$ cat src/rtl/pipe_hazard_ctrl_pkg.sv
// rtl/pipe_hazard_ctrl_pkg.sv - shared encodings and types for the hazard/interrupt controller
package pipe_pkg;

  // ID-stage PC source encodings
  localparam logic [2:0] PCSRC_SEQ = 3'd0;
  localparam logic [2:0] PCSRC_BR  = 3'd1;
  localparam logic [2:0] PCSRC_J   = 3'd2;
  localparam logic [2:0] PCSRC_JR  = 3'd3;

  // Interrupt entry state machine
  typedef enum logic [1:0] {
    S_RUN  = 2'd0,
    S_PEND = 2'd1,
    S_BUSY = 2'd2
  } irq_state_t;

  // Kernel entry vector; a flushed IF/ID carries this as its PC_plus_4
  localparam logic [31:0] KERNEL_PC = 32'h80000000;

endpackage

$ cat src/rtl/pipe_hazard_ctrl_if.sv
// rtl/pipe_hazard_ctrl_if.sv - pipeline stage fields in, register/PC controls out
interface pipe_hazard_ctrl_if;
  logic [4:0] ID_rs;
  logic [4:0] ID_rt;
  logic       ID_UseRs;
  logic       ID_UseRt;
  logic [2:0] ID_PCSrc;
  logic       ID_Kernel;
  logic       ID_Valid;
  logic       EX_MemRead;
  logic       EX_RegWrite;
  logic [4:0] EX_WriteAddress;
  logic       EX_BranchTaken;
  logic       MEM_MemRead;
  logic [4:0] MEM_WriteAddress;
  logic       PC_Write;
  logic       IF_ID_Write;
  logic       IF_ID_Flush;
  logic       ID_EX_Flush;
  logic       IRQ_Take;

  // Pipeline datapath side: supplies stage fields, consumes controls
  modport master (
    output ID_rs, ID_rt, ID_UseRs, ID_UseRt, ID_PCSrc, ID_Kernel, ID_Valid,
           EX_MemRead, EX_RegWrite, EX_WriteAddress, EX_BranchTaken,
           MEM_MemRead, MEM_WriteAddress,
    input  PC_Write, IF_ID_Write, IF_ID_Flush, ID_EX_Flush, IRQ_Take
  );

  // Hazard controller side
  modport slave (
    input  ID_rs, ID_rt, ID_UseRs, ID_UseRt, ID_PCSrc, ID_Kernel, ID_Valid,
           EX_MemRead, EX_RegWrite, EX_WriteAddress, EX_BranchTaken,
           MEM_MemRead, MEM_WriteAddress,
    output PC_Write, IF_ID_Write, IF_ID_Flush, ID_EX_Flush, IRQ_Take
  );
endinterface

$ cat src/rtl/pipe_hazard_ctrl_irq_sync.sv
// rtl/pipe_hazard_ctrl_irq_sync.sv - two-flop synchronizer for the external interrupt line
module irq_sync (
  input  logic clk,
  input  logic reset,
  input  logic d,
  output logic q
);

  logic meta_q;

  // Two-stage resynchronization of the asynchronous level into clk
  always_ff @(posedge clk or negedge reset) begin
    if (!reset) begin
      meta_q <= 1'b0;
      q      <= 1'b0;
    end else begin
      meta_q <= d;
      q      <= meta_q;
    end
  end

endmodule

$ cat src/rtl/pipe_hazard_ctrl.sv
// rtl/pipe_hazard_ctrl.sv - hazard stall/flush and interrupt entry control; HAZARD_STATS_EN adds counters
module pipe_hazard_ctrl
  import pipe_pkg::*;
(
  input  logic                clk,
  input  logic                reset,
  input  logic                IRQ,
  pipe_hazard_ctrl_if.slave   hz
`ifdef HAZARD_STATS_EN
  ,
  output logic [31:0]         Stall_Count,
  output logic [31:0]         Flush_Count,
  output logic [15:0]         IRQ_Count
`endif
);

  logic       irq_s;
  logic       br;
  logic       jmp;
  logic       lu;
  logic       jr;
  logic       irq_take;
  irq_state_t state_q;
  irq_state_t state_d;

  irq_sync u_irq_sync (
    .clk   (clk),
    .reset (reset),
    .d     (IRQ),
    .q     (irq_s)
  );

  // Hazard conditions from current stage fields; $0 never hazards
  always_comb begin
    br  = hz.EX_BranchTaken;
    jmp = (hz.ID_PCSrc == PCSRC_J) || (hz.ID_PCSrc == PCSRC_JR);
    lu  = hz.EX_MemRead && (hz.EX_WriteAddress != 5'd0) &&
          ((hz.ID_UseRs && (hz.EX_WriteAddress == hz.ID_rs)) ||
           (hz.ID_UseRt && (hz.EX_WriteAddress == hz.ID_rt)));
    jr  = (hz.ID_PCSrc == PCSRC_JR) && (hz.ID_rs != 5'd0) &&
          ((hz.EX_RegWrite && (hz.EX_WriteAddress == hz.ID_rs)) ||
           (hz.MEM_MemRead && (hz.MEM_WriteAddress == hz.ID_rs)));
  end

  // Interrupt FSM state register
  always_ff @(posedge clk or negedge reset) begin
    if (!reset) begin
      state_q <= S_RUN;
    end else begin
      state_q <= state_d;
    end
  end

  // Interrupt FSM next state; a taken interrupt waits for IRQ to drop before re-arming
  always_comb begin
    state_d = state_q;
    case (state_q)
      S_RUN: begin
        if (irq_s && !hz.ID_Kernel) state_d = S_PEND;
      end
      S_PEND: begin
        if (irq_take)   state_d = S_BUSY;
        else if (!irq_s) state_d = S_RUN;
      end
      S_BUSY: begin
        if (!irq_s) state_d = S_RUN;
      end
      default: state_d = S_RUN;
    endcase
  end

  // Interrupt FSM output: take only a clean user-mode slot with no pipeline disturbance
  always_comb begin
    irq_take = (state_q == S_PEND) && hz.ID_Valid && !hz.ID_Kernel &&
               !br && !lu && !jr && !jmp;
  end

  // Prioritised pipeline register/PC controls
  always_comb begin
    hz.PC_Write    = 1'b1;
    hz.IF_ID_Write = 1'b1;
    hz.IF_ID_Flush = 1'b0;
    hz.ID_EX_Flush = 1'b0;
    hz.IRQ_Take    = irq_take;
    if (br) begin
      hz.IF_ID_Flush = 1'b1;
      hz.ID_EX_Flush = 1'b1;
    end else if (lu || jr) begin
      hz.PC_Write    = 1'b0;
      hz.IF_ID_Write = 1'b0;
      hz.ID_EX_Flush = 1'b1;
    end else if (jmp) begin
      hz.IF_ID_Flush = 1'b1;
    end else if (irq_take) begin
      hz.IF_ID_Flush = 1'b1;
    end
  end

`ifdef HAZARD_STATS_EN
  // Saturating event counters for stalls, IF/ID flushes and interrupt entries
  always_ff @(posedge clk or negedge reset) begin
    if (!reset) begin
      Stall_Count <= 32'd0;
      Flush_Count <= 32'd0;
      IRQ_Count   <= 16'd0;
    end else begin
      if (!hz.PC_Write && (Stall_Count != 32'hFFFF_FFFF)) Stall_Count <= Stall_Count + 32'd1;
      if (hz.IF_ID_Flush && (Flush_Count != 32'hFFFF_FFFF)) Flush_Count <= Flush_Count + 32'd1;
      if (irq_take && (IRQ_Count != 16'hFFFF)) IRQ_Count <= IRQ_Count + 16'd1;
    end
  end
`endif

endmodule

$ cat src/flat_wrapper.sv
// flat-port wrapper written by rule: the top's interface ports become plain ports
module pipe_hazard_ctrl_flat import pipe_pkg::*;
  (clk, reset, IRQ, hz_ID_rs, hz_ID_rt, hz_ID_UseRs, hz_ID_UseRt, hz_ID_PCSrc, hz_ID_Kernel, hz_ID_Valid, hz_EX_MemRead, hz_EX_RegWrite, hz_EX_WriteAddress, hz_EX_BranchTaken, hz_MEM_MemRead, hz_MEM_WriteAddress, hz_PC_Write, hz_IF_ID_Write, hz_IF_ID_Flush, hz_ID_EX_Flush, hz_IRQ_Take);
  pipe_hazard_ctrl_if hz_i ();
  input  logic clk;
  input  logic reset;
  input  logic IRQ;
  input wire logic [$bits(hz_i.ID_rs)-1:0] hz_ID_rs;
  input wire logic [$bits(hz_i.ID_rt)-1:0] hz_ID_rt;
  input wire logic [$bits(hz_i.ID_UseRs)-1:0] hz_ID_UseRs;
  input wire logic [$bits(hz_i.ID_UseRt)-1:0] hz_ID_UseRt;
  input wire logic [$bits(hz_i.ID_PCSrc)-1:0] hz_ID_PCSrc;
  input wire logic [$bits(hz_i.ID_Kernel)-1:0] hz_ID_Kernel;
  input wire logic [$bits(hz_i.ID_Valid)-1:0] hz_ID_Valid;
  input wire logic [$bits(hz_i.EX_MemRead)-1:0] hz_EX_MemRead;
  input wire logic [$bits(hz_i.EX_RegWrite)-1:0] hz_EX_RegWrite;
  input wire logic [$bits(hz_i.EX_WriteAddress)-1:0] hz_EX_WriteAddress;
  input wire logic [$bits(hz_i.EX_BranchTaken)-1:0] hz_EX_BranchTaken;
  input wire logic [$bits(hz_i.MEM_MemRead)-1:0] hz_MEM_MemRead;
  input wire logic [$bits(hz_i.MEM_WriteAddress)-1:0] hz_MEM_WriteAddress;
  output wire logic [$bits(hz_i.PC_Write)-1:0] hz_PC_Write;
  output wire logic [$bits(hz_i.IF_ID_Write)-1:0] hz_IF_ID_Write;
  output wire logic [$bits(hz_i.IF_ID_Flush)-1:0] hz_IF_ID_Flush;
  output wire logic [$bits(hz_i.ID_EX_Flush)-1:0] hz_ID_EX_Flush;
  output wire logic [$bits(hz_i.IRQ_Take)-1:0] hz_IRQ_Take;
  assign hz_i.ID_rs = hz_ID_rs;
  assign hz_i.ID_rt = hz_ID_rt;
  assign hz_i.ID_UseRs = hz_ID_UseRs;
  assign hz_i.ID_UseRt = hz_ID_UseRt;
  assign hz_i.ID_PCSrc = hz_ID_PCSrc;
  assign hz_i.ID_Kernel = hz_ID_Kernel;
  assign hz_i.ID_Valid = hz_ID_Valid;
  assign hz_i.EX_MemRead = hz_EX_MemRead;
  assign hz_i.EX_RegWrite = hz_EX_RegWrite;
  assign hz_i.EX_WriteAddress = hz_EX_WriteAddress;
  assign hz_i.EX_BranchTaken = hz_EX_BranchTaken;
  assign hz_i.MEM_MemRead = hz_MEM_MemRead;
  assign hz_i.MEM_WriteAddress = hz_MEM_WriteAddress;
  assign hz_PC_Write = hz_i.PC_Write;
  assign hz_IF_ID_Write = hz_i.IF_ID_Write;
  assign hz_IF_ID_Flush = hz_i.IF_ID_Flush;
  assign hz_ID_EX_Flush = hz_i.ID_EX_Flush;
  assign hz_IRQ_Take = hz_i.IRQ_Take;
  pipe_hazard_ctrl u_core (.clk(clk), .reset(reset), .IRQ(IRQ), .hz(hz_i));
endmodule
$ cat config.mk
export PLATFORM = sky130hd
export DESIGN_NAME = pipe_hazard_ctrl_flat
export DESIGN_NICKNAME = d
export VERILOG_FILES = /design/src/rtl/pipe_hazard_ctrl_pkg.sv /design/src/rtl/pipe_hazard_ctrl_if.sv /design/src/rtl/pipe_hazard_ctrl_irq_sync.sv /design/src/rtl/pipe_hazard_ctrl.sv /design/src/flat_wrapper.sv
export SDC_FILE = /design/constraint.sdc
export NUM_CORES = 1
export LEC_CHECK = 0
export ABC_AREA = 1
export CELL_PAD_IN_SITES_DETAIL_PLACEMENT = 1
export CELL_PAD_IN_SITES_GLOBAL_PLACEMENT = 1
export CORE_ASPECT_RATIO = 1.75
export CORE_UTILIZATION = 19
export CTS_BUF_LIST = sky130_fd_sc_hd__clkbuf_4
export DETAILED_ROUTE_END_ITERATION = 6
export GPL_ROUTABILITY_DRIVEN = 0
export PLACE_DENSITY = 0.86
export SLEW_MARGIN = 20
export SYNTH_ARGS = -nofsm -noshare
export SYNTH_HDL_FRONTEND = slang
export SYNTH_SLANG_ARGS = --single-unit
$ cat constraint.sdc
create_clock -name clk -period 1 [get_ports clk]
set_input_delay 0.1 -clock clk [delete_from_list [all_inputs] [get_ports clk]]
set_output_delay 0.1 -clock clk [all_outputs]
set_load 0.005 [all_outputs]
# == Word level (Yosys, flattened, before mapping) ==
# Index checks and enable logic that the tools add are counted.
# word_totals
rom_bits,0
memories,0
wordCells,50
input_bits,34
ramBits,0
latch_bits,0
out_inout_bits,5
ff_bits,4
# op_classes
n_reduce_logical,27
eq_ne,8
muxes,12
shifts,0
n_lt_le_gt_ge,0
n_mul,0
bitwise,0
addsub,0
div,0
# ops
op,n
equality test 5 bit,3
logical AND 1 bit,15
nonzero test 5 bit,2
2-to-1 mux 1 bit,8
equality test 3 x 2 -> 1 bit (second input constant),2
2-to-1 mux 2 bit,3
case mux 2 bit (3 select lines),1
zero test 1 bit,5
logical OR 1 bit,4
equality test 2 x 1 -> 1 bit (second input constant),1
equality test 2 bit (second input constant),1
zero test 2 bit,1
inequality test 2 x 1 -> 1 bit (second input constant),1

# == Depth between registers and ports, before layout ==
# Gate-level depths: netlist of run 1.
# logic_depth
depth_word,12
ltp_mapped,10
mapped_depth_nobuf,10

# == By module ==
# Synthesis of run 1 repeated with hierarchy kept, for this count alone.
# unflattened
cells_unflattened,93
area_unflattened_um2,516.7
# by_module_without_submodules
module,seq_area_each_um2,instances,area_per_inst_um2,cells_per_inst
pipe_hazard_ctrl,50.0,1,466.7,91
irq_sync,50.0,1,50.0,2

# == Least setup slack after synthesis of run 1 ==
# Ideal clock, no wire load.
# synth_timing
path_type,reg-to-reg
startpoint,register u_core.state_q[1]
endpoint,register u_core.state_q[0]
n_path_buf,0
stages_incl_launch_ff,7
period_less_slack_ns,0.996
required_ns,0.878
t_arrival_ns,0.873
setup_time_ns,0.122
path_slack_ns,0.004
cell_sequence,dfrtp_1 -> nor2_1 -> nand4_1 -> nor2_1 -> nand3_2 -> nand2_2 -> a21oi_2
# synth_between
elab_chain_len,9
elab_cells_between_ends,12
classes_between,eq/ne (3); mux (2); reduce/logical (7)
# synth_lines
item,line,source
start: declaration,pipe_hazard_ctrl.sv:23,irq_state_t state_q;
start signal: assignment,pipe_hazard_ctrl.sv:50,state_q <= state_d;
equality test 2 x 1 -> 1 bit,"pipe_hazard_ctrl.sv:57, pipe_hazard_ctrl.sv:74",
logical AND 1 bit (3 in series),pipe_hazard_ctrl.sv:74,irq_take = (state_q == S_PEND) && hz.ID_Valid && !hz.ID_Kernel &&
logical AND 1 bit (3 in series),pipe_hazard_ctrl.sv:75,!br && !lu && !jr && !jmp;
2-to-1 mux 2 bit,pipe_hazard_ctrl.sv:62,if (irq_take) state_d = S_BUSY;
case mux 2 bit (3 select lines),pipe_hazard_ctrl.sv:57,case (state_q)
# Several ways; a longest one is shown, not always the timed one.
# A chain may end at the register's enable or synchronous reset.

# == Final worst setup path of run 1 ==
# layout_timing
startpoint,register u_core.state_q[0]
endpoint,output port hz_IF_ID_Flush
# layout_between
elab_chain_len,11
# layout_lines
item,line,source
equality test 2 x 1 -> 1 bit,pipe_hazard_ctrl.sv:74,
logical AND 1 bit (3 in series),pipe_hazard_ctrl.sv:74,
logical AND 1 bit (3 in series),pipe_hazard_ctrl.sv:75,
2-to-1 mux 1 bit,pipe_hazard_ctrl.sv:94,end else if (irq_take) begin
2-to-1 mux 1 bit,pipe_hazard_ctrl.sv:92,end else if (jmp) begin
2-to-1 mux 1 bit,pipe_hazard_ctrl.sv:88,end else if (lu || jr) begin
2-to-1 mux 1 bit,pipe_hazard_ctrl.sv:85,if (br) begin
end: declaration,flat_wrapper.sv:23,output wire logic [$bits(hz_i.IF_ID_Flush)-1:0] hz_IF_ID_Flush;
# Every way passes these cells.

==> reports/qor.txt, run 1 <==
IO Pins - 39
Max VDD drop - 0.539 mV
Area growth syn-to-layout - 109%
Largest net degree at the start of global routing - 5
Min Tclk post-route - 1440 ps
Filler cell count - 332
Placed cell count - 159
Clock slew at reported path FFs - 40 ps
Largest area contributor in the netlist - dfrtp_1
Residual DRC - 0
Busiest metal layer after global routing - met2
Synth top area cells - dfrtp_1 (20%), nand2_1 (17%), inv_1 (13%)
R2R setup slack - -220 ps
Final wirelength - 2.24 mm
Via count - 788
Worst path max stage delay - 370 ps
Status - finished, violations left
Final Non-Filler Cells - 171
Vias in the first global route - 803
Number of routed nets with antenna violations - 0
First-pass GRT wire length - 3.22 mm
Leak pwr - 0.571 nW
Port Buffer Count - 38
Post-Syn Area - 508 sq um
Sequential-to-total area share from yosys stat - 0.197
Core area - 0.00252 sq mm
Vert. Die Dim - 70.4 um
Clk_lat worst skew - 240 ps
Yosys top cell area share - 0.197
Final WS setup - -440 ps
Crit end category - primary output
Worst-path cell chain - inv_2 -> nor2_4 -> nand4_1 -> buf_4 -> a22oi_2 -> buf_2
# hold bufs at CTS - 0
Clock buffer count from CTS - 3
Sequential cell area - 100 sq um
Worst-path maximum fanout - 2
Final-report setup violation count - 7
Met1 Resource Use GR - 0.126
Placed Area - 966 sq um
Slew margin rel. - 0.860
RR Endpoint - u_core.state_q[0]$_DFFE_PN0P_
Die width - 41.1 um
PD cells - 950 mW/mm^2
Met3 Usage GRT - 0.0254
CTS tree - yes
Measured slew at the worst slew-check pin - 209 ps
FF-to-FF path depth - 8
Achievable Freq - 695 MHz
Initial cell density of the core - 0.201
Synth cell types - 19
Total chip power - 1.01 mW
Placement row count - 24
Fraction of layout cells with a size suffix above 1 - 0.441
Worst Skew - 4.95 ps
Final Hold Fails - 0
Via-to-Cell Ratio - 4.61
Clk buf depth - 2
Type of the tightest min-delay check - input port to async pin
Mapped Nets - 123
Design Area, Final - 0.00106 sq mm
TNS Setup - -1640 ps
Total Routing Usage GR - 0.158
Slowest cell on crit path - dfrtp_1
# Max-Cap Violations - 0
Finished Core Util - 0.420
Max-slew violations - 0
Synth Register Bits - 4
Worst setup SP type - flop
Cells after synthesis - 89
Pre-CTS WS - -986 ps
Tcrit/Tclk final - 1.44
Worst hold margin - 64.8 ps
Grt met2 use - 0.309
CP required - 900 ps
Yosys warns - 0
Die footprint - 0.00289 sq mm
DRT iter0 DRCs - 3
Multi-input logic area - 399 sq um
DP Wirelength - 1.58 mm
Wire per inst - 13.1 um
Violated checks - negative setup slack
Initial antenna violation count - 0
Clk sinks - 4
Initial DRT Pass Iterations - 3
Worst Setup Path Type - flop to primary output
Syn_area_per_cell - 5.71 sq um
Clock Tree Root - clkbuf_4
Reg-to-reg startpoint - u_core.state_q[0]$_DFFE_PN0P_
RSZ-0062 raised after global routing - true
GR Overflow Total - 0
ANT cells - 0
WP data arrival - 1340 ps
H-Tree Depth - 1
Nets - 181
-- sequential cells by signal, indices dropped and copies added, names as in the netlist --
signal / cells
u_core.u_irq_sync.q: 1
u_core.state_q: 2
u_core.u_irq_sync.meta_q: 1
-- worst max-delay path: cells and delay by family (launching register included) --
family          cells  cell delay [ps]
flops               1              370
buf+inv             3              370
simple gates        2              220
compound gates      1              150
-- logic make-up after synthesis --
family / after synthesis / share of synthesized area
AOI/OAI and AO/OA: 11 / 0.131
xor gates and xnor gates: 5 / 0.0862
buffers and inverters: 19 / 0.148
DFF: 4 / 0.197
and+or+nand+nor: 50 / 0.438
-- final cells by class --
type,count,area share
clock buffer,3,0.0213
inverter,18,0.0661
multi-input combinational,66,0.377
sequential,4,0.0945
tap,26,0.0307
timing repair buffer,54,0.411
-- worst max path at each step --
| stage | from | to | slack [ps] |
|---|---|---|---|
| after floorplan | u_core.state_q[1]$_DFFE_PN0P_ | u_core.state_q[0]$_DFFE_PN0P_ | 4 |
| after global placement | hz_ID_rs[1] | hz_IF_ID_Flush | -950 |
| after detailed placement | hz_ID_rs[1] | hz_IF_ID_Flush | -990 |
| after CTS | u_core.state_q[0]$_DFFE_PN0P_ | hz_IF_ID_Flush | -410 |
| after global routing | u_core.state_q[0]$_DFFE_PN0P_ | hz_IF_ID_Flush | -550 |
| final | u_core.state_q[0]$_DFFE_PN0P_ | hz_IF_ID_Flush | -440 |
-- cell usage in the layout, fill, tap and decap left out, types with 4 or more instances in the layout --
cell	netlist	routed
nand4_1	5	5
o21ai_1	0	6
clkdlybuf4s50_1	0	6
buf_2	0	12
inv_2	1	7
inv_1	17	10
dfrtp_1	4	4
buf_4	1	12
nor2_1	13	10
buf_6	0	7
clkdlybuf4s15_1	0	7
nand2_1	23	17
nand2_2	3	8
dlygate4sd2_1	0	7
xor2_1	4	4
-- synthesized netlist by cell type, drive strengths merged --
master,instances
nand2,26
inv,18
nor2,15
o21ai,6
nand4,5
dfrtp,4
nand3,4
xor2,4
a21oi,2
a22oi,1
buf,1
o211ai,1
o31ai,1
xnor2,1
-- power by group --
group | leakage (nW) | internal [mW] | switching, mW
logic | 0.508 | 0.320 | 0.268
registers | 0.0490 | 0.192 | 0.0260
clock network | 0.0138 | 0.134 | 0.0671
-- per-layer routing --
metal / vias to the layer above / part of all wire / routed length (um)
li1: 391 / - / -
met1: 359 / 0.33 / 727
met2: 33 / 0.58 / 1290
met3: 5 / 0.082 / 184
met4: 0 / 0.015 / 34
met5: - / 0 / 0
-- repair_timing --
action                                  in CTS  in global routing
pin swaps                                   31                 18
resized for setup                          105                 22
endpoints found under the setup margin       7                  7
setup buffers                                5                  6
(Power assumes the default switching activity.)
==> inputs of run 2 (changes only) <==
--- a/config.mk
+++ b/config.mk
@@ -11,10 +11,11 @@
 export CORE_ASPECT_RATIO = 1.75
 export CORE_UTILIZATION = 19
 export CTS_BUF_LIST = sky130_fd_sc_hd__clkbuf_4
+export CTS_CLUSTER_DIAMETER = 40
 export DETAILED_ROUTE_END_ITERATION = 6
 export GPL_ROUTABILITY_DRIVEN = 0
 export PLACE_DENSITY = 0.86
-export SLEW_MARGIN = 20
+export SLEW_MARGIN = 10
 export SYNTH_ARGS = -nofsm -noshare
 export SYNTH_HDL_FRONTEND = slang
 export SYNTH_SLANG_ARGS = --single-unit
==> results of run 2 <==
Same layout as run 1: the final DEF is identical, and so are final timing and power.
